`src/rtl/mem_uart_tx.sv`:
```
// Memory-to-UART dump: on start, reads NUM_WORDS bytes from address 0
// and sends each one as an 8N1 frame, LSB first.
module mem_uart_tx #(
    parameter int D_WIDTH      = 8,
    parameter int A_WIDTH      = 3,
    parameter int NUM_WORDS    = 4,
    parameter int CLKS_PER_BIT = 434
) (
    input  logic               clk,
    input  logic               n_rst,
    input  logic               start,
    output logic [A_WIDTH-1:0] raddr,
    output logic               ren,
    input  logic [D_WIDTH-1:0] rdata,
    output logic               tx,
    output logic               busy,
    output logic               done
);

    localparam int CW = (CLKS_PER_BIT > 1) ? $clog2(CLKS_PER_BIT) : 1;
    localparam int BW = (D_WIDTH > 1) ? $clog2(D_WIDTH) : 1;
    localparam logic [CW-1:0]      BAUD_LAST = CW'(CLKS_PER_BIT - 1);
    localparam logic [BW-1:0]      BIT_LAST  = BW'(D_WIDTH - 1);
    localparam logic [A_WIDTH-1:0] IDX_LAST  = A_WIDTH'(NUM_WORDS - 1);

    typedef enum logic [2:0] {
        IDLE, READ, LATCH, START_BIT, DATA, STOP_BIT
    } state_t;

    state_t             state, state_n;
    logic [CW-1:0]      baud, baud_n;
    logic [BW-1:0]      bit_cnt, bit_n;
    logic [A_WIDTH-1:0] idx, idx_n;
    logic [D_WIDTH-1:0] shift, shift_n;
    logic               tx_n, busy_n, done_n;
    logic               baud_end;

    assign raddr    = idx;
    assign ren      = (state == READ);
    assign baud_end = (baud == BAUD_LAST);

    always_ff @(posedge clk or negedge n_rst) begin
        if (!n_rst) begin
            state   <= IDLE;
            baud    <= '0;
            bit_cnt <= '0;
            idx     <= '0;
            shift   <= '0;
            tx      <= 1'b1;
            busy    <= 1'b0;
            done    <= 1'b0;
        end else begin
            state   <= state_n;
            baud    <= baud_n;
            bit_cnt <= bit_n;
            idx     <= idx_n;
            shift   <= shift_n;
            tx      <= tx_n;
            busy    <= busy_n;
            done    <= done_n;
        end
    end

    always_comb begin
        state_n = state;
        baud_n  = baud;
        bit_n   = bit_cnt;
        idx_n   = idx;
        shift_n = shift;
        tx_n    = tx;
        busy_n  = busy;
        done_n  = 1'b0;
        unique case (state)
            IDLE: begin
                tx_n   = 1'b1;
                busy_n = 1'b0;
                // a start coinciding with the done pulse is dropped
                if (start && !done) begin
                    state_n = READ;
                    busy_n  = 1'b1;
                    idx_n   = '0;
                    baud_n  = '0;
                end
            end
            READ: begin
                state_n = LATCH;
                baud_n  = '0;
            end
            LATCH: begin
                shift_n = rdata;
                tx_n    = 1'b0;
                baud_n  = '0;
                state_n = START_BIT;
            end
            START_BIT: begin
                if (baud_end) begin
                    baud_n  = '0;
                    bit_n   = '0;
                    tx_n    = shift[0];
                    state_n = DATA;
                end else begin
                    baud_n = baud + 1'b1;
                end
            end
            DATA: begin
                if (baud_end) begin
                    baud_n = '0;
                    if (bit_cnt == BIT_LAST) begin
                        tx_n    = 1'b1;
                        state_n = STOP_BIT;
                    end else begin
                        bit_n   = bit_cnt + 1'b1;
                        shift_n = shift >> 1;
                        tx_n    = shift[1];
                    end
                end else begin
                    baud_n = baud + 1'b1;
                end
            end
            STOP_BIT: begin
                if (baud_end) begin
                    baud_n = '0;
                    if (idx == IDX_LAST) begin
                        state_n = IDLE;
                        busy_n  = 1'b0;
                        done_n  = 1'b1;
                        idx_n   = '0;
                    end else begin
                        idx_n   = idx + 1'b1;
                        state_n = READ;
                    end
                end else begin
                    baud_n = baud + 1'b1;
                end
            end
            default: state_n = IDLE;
        endcase
    end

endmodule

```
`config.mk`:
```
export PLATFORM = sky130hd
export DESIGN_NAME = mem_uart_tx
export DESIGN_NICKNAME = d
export VERILOG_FILES = /design/src/rtl/mem_uart_tx.sv
export SDC_FILE = /design/constraint.sdc
export NUM_CORES = 1
export LEC_CHECK = 0
export CAP_MARGIN = 10
export CORE_UTILIZATION = 60
export DETAILED_ROUTE_END_ITERATION = 10
export PLACE_DENSITY_LB_ADDON = 0.3
export SLEW_MARGIN = 20
export SYNTH_ARGS = -nofsm -noshare
export SYNTH_HDL_FRONTEND = slang
export SYNTH_SLANG_ARGS = --single-unit
```
`constraint.sdc`:
```
create_clock -name clk -period 5.3 [get_ports clk]
set_input_delay 0.53 -clock clk [delete_from_list [all_inputs] [get_ports clk]]
set_output_delay 0.53 -clock clk [all_outputs]
set_load 0.005 [all_outputs]
```
Word level (Yosys, flattened, before mapping)

Index checks and enable logic that the tools add are counted.

Logic and storage cells: 75
Bits of input ports: 11
Bits in registers: 29

Reductions and logical operators: 17
Add/subtract/negate cells: 3
Equality and inequality tests: 15
Multiplexer cells: 32

Operator list:

| operator              | count |
|---|---|
| $mux W3               | 11 |
| $pmux W9 S3           | 1 |
| $mux W9               | 2 |
| $pmux W3 S6           | 1 |
| $mux W8               | 2 |
| $pmux W8 S2           | 1 |
| $ne A2 B2 Y1 const B  | 7 |
| $pmux W3 S2           | 2 |
| $reduce_and A3 Y1     | 4 |
| $mux W1               | 10 |
| $add A9 B1 Y9 const B | 1 |
| $eq A3 B2 Y1 const B  | 3 |
| $eq A3 B3 Y1 const B  | 3 |
| $eq A9 B9 Y1 const B  | 1 |
| $add A3 B1 Y3 const B | 2 |
| $reduce_bool A2 Y1    | 3 |
| $reduce_and A5 Y1     | 1 |
| $pmux W1 S4           | 1 |
| $reduce_and A4 Y1     | 1 |
| $reduce_bool A4 Y1    | 1 |
| $eq A3 B1 Y1 const B  | 1 |
| $logic_not A3 Y1      | 1 |
| $reduce_bool A3 Y1    | 1 |
| $reduce_or A3 Y1      | 1 |
| other kinds (5)       | 5 |

Depth between registers and ports, before layout

Gate-level depths: netlist (run 1).

Depth after elaboration: 4
Gate-level depth with buffers: 8
Mapped depth without buffers: 6

Least setup slack after synthesis (run 1)

Ideal clock, no wire load.

Kind: reg2reg
Start: register bit_cnt[0]
End: register shift[0]
Data required time: 5167 ps
Arrival: 1639 ps
Cell stages (with the launch flop): 8
Buffers on the path: 1
Path slack: 3528 ps
Path through: dfrtp_1 > ha_1 > ha_1 > nor4b_2 > a31oi_2 > buf_2 > nand2_1 > o21ai_0

Cells in the longest elaborated chain, start to end: 3

RTL lines:

| element                     | RTL line | source |
|---|---|---|
| from (decl)                 | 32       | `logic [BW-1:0] bit_cnt, bit_n;` |
| from (signal assigned)      | 55       | `bit_cnt <= bit_n;` |
| $eq A3 B3 Y1                | 108      | `if (bit_cnt == BIT_LAST) begin` |
| $ne A2 B2 Y1 (no line)      | n/a      |  |
| $reduce_and A3 Y1 (no line) | n/a      |  |
| to (signal assigned)        | 57       | `shift <= shift_n;` |
| to (decl)                   | 34       | `logic [D_WIDTH-1:0] shift, shift_n;` |

No other way between the ends.
A chain may end at the register's enable or synchronous reset.

Final worst setup path (run 1)

Start: register state[0]
End: output ren

Cells in the longest elaborated chain, start to end: 1

RTL lines:

| element                | RTL line | source |
|---|---|---|
| from (decl)            | 30       | `state_t state, state_n;` |
| from (signal assigned) | 53       | `state <= state_n;` |
| $eq A3 B1 Y1           | 39       | `assign ren = (state == READ);` |
| to (decl)              | 13       | `output logic ren,` |

No other way between the ends.

==> run summary, run 1 <==
row count: 18
leakage power total: 0.000820 uW
sequential fraction of the synthesis area: 44.1%
DRC Markers: 0
Max Freq: 418 MHz
Critical Path Fanout Max: 19
register-to-register setup slack: 3.28 ns
wire per inst: 15.1 um
router iterations before antenna repair: 4
Worst VDD drop: 0.195 mV
# nets final: 197
Synth Register Bits: 29
Root Buffer: clkbuf_4
Placed Area: 1800 um2
Ys Warns: 0
ant diodes: 0
most frequent cells in the layout: 28 x dfrtp_1, 20 x nand2_1, 17 x clkdlybuf4s50_1
Final Wtd Congestion: 0.840
Startpoint Class: register
worst min path class: reg2reg
Syn Inst Count: 168
Die Area: 2960 um2
design area: 1880 um2
post-synth top area share: 42.6%
Die H: 54.4 um
Mapped Nets: 184
vias in the first global route: 1185
cell taking the most area after synthesis: dfrtp_1
CTS tree: yes
slew margin rel.: 58.7%
Tcrit/Tclk final: 45.2%
share of cells above drive strength 1: 9.34%
most common cell after layout, fill and taps aside: dfrtp_1
H-tree levels: 2
Antenna Nets Post-Route: 0
Inst Count DP: 204
vias per std cell: 6.08
Worst Hold Path EP: shift[3]$_DFFE_PN0P_
Setup Skew: 0.00452 ns
top_reg_cell synth: dfrtp_1
PwrDens: 231 nW/um2
die width: 54.4 um
largest net degree at the start of global routing: 30
final total negative setup slack: 0 ns
Hold Path Origin: shift[3]$_DFFE_PN0P_
ys async rst share: 100%
area of the core: 2540 um2
initial antenna violation count: 0
Synth Area in Adders: 3.80%
Post-CTS Repair Setup Buffers: 0
worst-skew pair later-pin latency: 0.32 ns
Post-synth EDFFs: 0
fillers: 196
initial core utilization: 64.7%
endpoint arrival time on the critical path: 1.86 ns
Reg area: 727 um2
synthesized area per cell: 9.80 um2
# Max-Cap Violations: 0
CTS buffer count: 5
Netlist Area Pre-Place: 1650 um2
Max clock buf depth: 2
Multi-input gate area: 838 um2
fin crit period: 2.39 ns
Final Hold Vio Count: 0
GRT Resource Usage Total: 25.2%
Synth Area in Simple Gates: 21.8%
Req. time, crit path: 4.77 ns
fin cells: 212
post-synthesis xor/xnor area fraction: 0%
post-synthesis mux area share: 6.16%
RSZ-0062 raised after global routing: false
post-CTS resize count: 0
IO Pins: 18
worst r2r src: bit_cnt[0]$_DFFE_PN0P_
main combinational cell family by area after synthesis: simple AND/OR/NAND/NOR gates
crit path capture type: primary output
fin. max-slew vios: 0
via count: 1288
Worst-Margin Slew: 0.620 ns
total gr overflow: 0
status: complete, no violations
DP HPWL: 2.30 mm
FF-to-FF End: shift[4]$_DFFE_PN0P_
dominant cells by area after synthesis: dfrtp_1 43%, mux2i_1 5.5%, nand2_1 4.6%
Syn-to-layout area delta: 14.4%
CTS sink count: 29
first-pass GRT wire length: 5.21 mm
final setup vio count: 0
hold path depth: 2
r2r worst-path depth: 6
PortBufs: 17
DRT iter0 DRCs: 25
hold_buf cts: 0
Power Total: 435 uW
Synth cell types: 46
kind of critical path: reg2out
Compound-Gate Fraction of Synth Area: 19.1%
CTS clk-pin slew, worst paths: 0.09 ns
Routed Wire Length: 3.20 mm
-- per-layer routing --
layer  global-route usage (%)  part of all wire [%]  up-vias
met3                     7.78                   4.8        8
met2                     41.1                    49       38
met1                     30.3                    45      603
met5                        0                     0        -
li1                         -                     -      639
met4                     11.5                   2.0        0
-- worst max-delay path, stage by stage (launching register included) --
cell             delay [ns]
dfrtp_1                0.66
nor2b_1                0.24
nor2b_1                0.14
clkdlybuf4s50_1        0.51
-- metrics by stage --
step | utilization, % | hold slack (ns) | setup WS [ns]
6_report | 74.0 | 0.494 | 2.91
5_1_grt | 74.0 | 0.511 | 2.74
4_1_cts | 74.0 | 0.496 | 2.90
3_5_place_dp | 70.7 | 0.473 | 3.27
3_3_place_gp | 70.7 | 0.466 | 3.31
2_1_floorplan | - | 0.234 | 3.53
-- flip-flops by register name, indices dropped and copies added, names as in the netlist --
| signal | cells |
|---|---|
| bit_cnt | 3 |
| baud | 9 |
| shift | 8 |
| state | 3 |
| done | 1 |
| busy | 1 |
| tx | 1 |
| raddr | 3 |
-- cell families (layout without fill, tap and decap cells) --
group | Yosys count | after routing
AND/OR/NAND/NOR | 64 | 64
multiplexers | 10 | 10
adder cells (fa/ha/maj) | 5 | 5
buffers and inverters | 17 | 31
AO/OA/AOI/OAI | 43 | 43
flip-flops | 29 | 29
-- report_power, final --
group / leakage, uW / switching, uW / internal [uW]
registers: 0.000334 / 2.44 / 225
logic: 0.000441 / 8.89 / 11.2
clock network: 0.0000455 / 75.2 / 113
total: 0.000820 / 86.6 / 349
-- Yosys cell counts, types with 2 or more instances --
library cell  count
a21o_1            3
a21oi_1           3
a22o_1            2
a31oi_1           7
a32o_1            2
a41oi_1           2
and2_1            2
and3_1            6
buf_2             4
clkbuf_1          4
dfrtp_1          28
ha_1              5
inv_1             5
mux2i_1           9
nand2_1          20
nand2b_1          6
nand3_1           5
nand3b_1          2
nand4_1           2
nor2_1            5
nor2b_1           4
nor3_1            2
nor3b_1           3
o211ai_1          2
o21ai_0          12
o22ai_1           2
o31ai_1           2
-- area by class of cell --
class / count / area share [%]
Sequential cell: 29 / 38.6
Inverter: 5 / 0.996
Clock inverter: 1 / 1.59
Clock buffer: 7 / 2.92
Tap cell: 30 / 1.99
Multi-Input combinational cell: 122 / 44.5
Timing Repair Buffer: 18 / 9.43
-- worst max path at each step --
stage | from | endpoint | slack, ns | cells after the start
floorplan | bit_cnt[0]$_DFFE_PN0P_ | shift[0]$_DFFE_PN0P_ | 3.53 | 7
global placement | state[0]$_DFFE_PN0P_ | ren | 3.31 | 3
detailed placement | state[0]$_DFFE_PN0P_ | ren | 3.27 | 3
CTS | state[0]$_DFFE_PN0P_ | ren | 2.90 | 3
global route | state[0]$_DFFE_PN0P_ | ren | 2.74 | 3
finish | state[0]$_DFFE_PN0P_ | ren | 2.91 | 3
No activity file was read; power rests on OpenSTA's default activity.
==> run 2, diff against run 1 <==
CORE_UTILIZATION = 50   (was 60)
clock period = 2.16 ns   (was 5.3 ns; I/O delays follow)
==> run 2 against run 1 <==
Compared with the run above:
- sequential share of layout area down 0.16 points
- clock skew rose by 0.0085 ns
- first-iteration DRC count grew 76%
- sequential power rose by 150%
- critical endpoint unchanged
==> run summary, run 2 (synthesis results as in run 1) <==
ant diodes: 0
most frequent cells in the layout: 27 x dfrtp_1, 20 x nand2_1, 17 x clkdlybuf4s50_1
Final Hold Vio Count: 0
hold_buf cts: 0
Syn-to-layout area delta: 15.1%
Top Registers: baud (9), shift (8)
max reg flops: 9
Startpoint Class: register
Tcrit/Tclk final: 92.5%
Inst Count DP: 219
final setup vio count: 0
final total negative setup slack: 0 ns
Critical Path Fanout Max: 19
kind of critical path: reg2out
DRC Markers: 0
worst min path class: in2async
crit path max-delay cell type: dfrtp_1
slew margin rel.: 57.5%
Post-CTS Repair Setup Buffers: 0
RSZ-0062 raised after global routing: false
DRT iter0 DRCs: 44
Power Total: 983 uW
CTS sink count: 29
via count: 1296
Setup Skew: 0.0130 ns
max incr delay on CP: 0.57 ns
GRT Resource Usage Total: 21.4%
Biggest register: baud
# nets final: 198
most common cell after layout, fill and taps aside: dfrtp_1
first-pass GRT wire length: 5.49 mm
total gr overflow: 0
leakage power total: 0.000821 uW
largest net degree at the start of global routing: 30
CP dominant cell by count: nor2b_1
Routed Wire Length: 3.13 mm
CTS clk-pin slew, worst paths: 0.09 ns
Worst-Margin Slew: 0.638 ns
initial antenna violation count: 0
worst-skew pair later-pin latency: 0.33 ns
Util after Layout: 61.6%
Max clock buf depth: 2
initial core utilization: 53.5%
router iterations before antenna repair: 4
fin crit period: 2.00 ns
Req. time, crit path: 1.94 ns
endpoint arrival time on the critical path: 1.78 ns
fin. max-slew vios: 0
Worst VDD drop: 0.279 mV
H-tree levels: 2
die width: 59.4 um
Max Freq: 501 MHz
worst-path cell chain: nor2b_1, nor2b_1, clkdlybuf4s50_1
IO Pins: 18
Antenna Nets Post-Route: 0
crit path capture type: primary output
Final Wtd Congestion: 0.828
row count: 20
Die H: 59.4 um
status: complete, no violations
Die Area: 3530 um2
vias per std cell: 5.71
wire per inst: 13.8 um
r2r worst-path depth: 6
Root Buffer: clkbuf_4
# Max-Cap Violations: 0
vias in the first global route: 1262
CTS buffer count: 5
PwrDens: 518 nW/um2
area of the core: 3080 um2
fin cells: 227
CTS tree: yes
DP HPWL: 2.21 mm
PortBufs: 17
share of cells above drive strength 1: 10.9%
-- run 2: changes by cell type in the layout (fill, tap and decap cells not counted) --
cell	delta
buf_4	+1
bufinv_16	-1
clkbuf_1	-1
clkbuf_8	+1
clkinv_2	+1
dfrtp_1	-1
dfrtp_2	+1
-- run 2: area by class of cell --
type | count | area (um2)
clock buffer | 7 | 65.1
tap | 44 | 55.1
fill | 259 | 1180
sequential | 29 | 728
inverter | 5 | 18.8
clock inverter | 1 | 5.00
timing repair buffer | 19 | 185
multi-input combinational | 122 | 838
-- run 2: report_power, final --
part | switching, uW | leakage [uW] | internal [uW]
logic | 20.6 | 0.000446 | 27.4
clock network | 188 | 0.0000413 | 188
registers | 6.32 | 0.000334 | 552
total | 215 | 0.000821 | 768
-- run 2: metal layers --
layer / share of wire [%] / up-vias / GRT usage (%)
met5: 0 / - / 0
met4: 1.7 / 0 / 10.9
met3: 3.0 / 6 / 6.11
met2: 47 / 17 / 33.1
met1: 48 / 631 / 27.2
li1: - / 642 / -
-- run 2: repair_timing --
item / CTS / global route
endpoints found under the hold margin: 0 / 0
setup endpoints to repair: 0 / 1
gates resized for setup: 0 / 1
-- run 2: per-stage QoR --
| stage | hold WS [ns] | setup slack, ns | instance area, um2 |
|---|---|---|---|
| finish | 0.252 | 0.162 | 1900 |
| global route | 0.297 | 0.0257 | 1900 |
| CTS | 0.256 | 0.0394 | 1890 |
| detailed placement | 0.469 | 0.356 | 1820 |
| global placement | 0.463 | 0.382 | 1820 |
| floorplan | -0.0796 | 0.388 | 1650 |
-- run 2: final timing paths --
path	start	end	slack, ns
max	state[2]$_DFFE_PN0P_	ren	0.16
min	n_rst	shift[4]$_DFFE_PN0P_	0.25
max reg2reg	bit_cnt[0]$_DFFE_PN0P_	bit_cnt[1]$_DFFE_PN0P_	0.33
min reg2reg	busy$_DFFE_PN0P_	busy$_DFFE_PN0P_	0.49
max in group asynchronous	n_rst	state[0]$_DFFE_PN0P_	1.59
min in group clk	busy$_DFFE_PN0P_	busy$_DFFE_PN0P_	0.49
-- run 2: worst max-delay path, delay by kind of cell, from the launching register on --
family	cells	cell delay [ns]
simple gates	2	0.37
buf+inv	1	0.51
flops	1	0.57
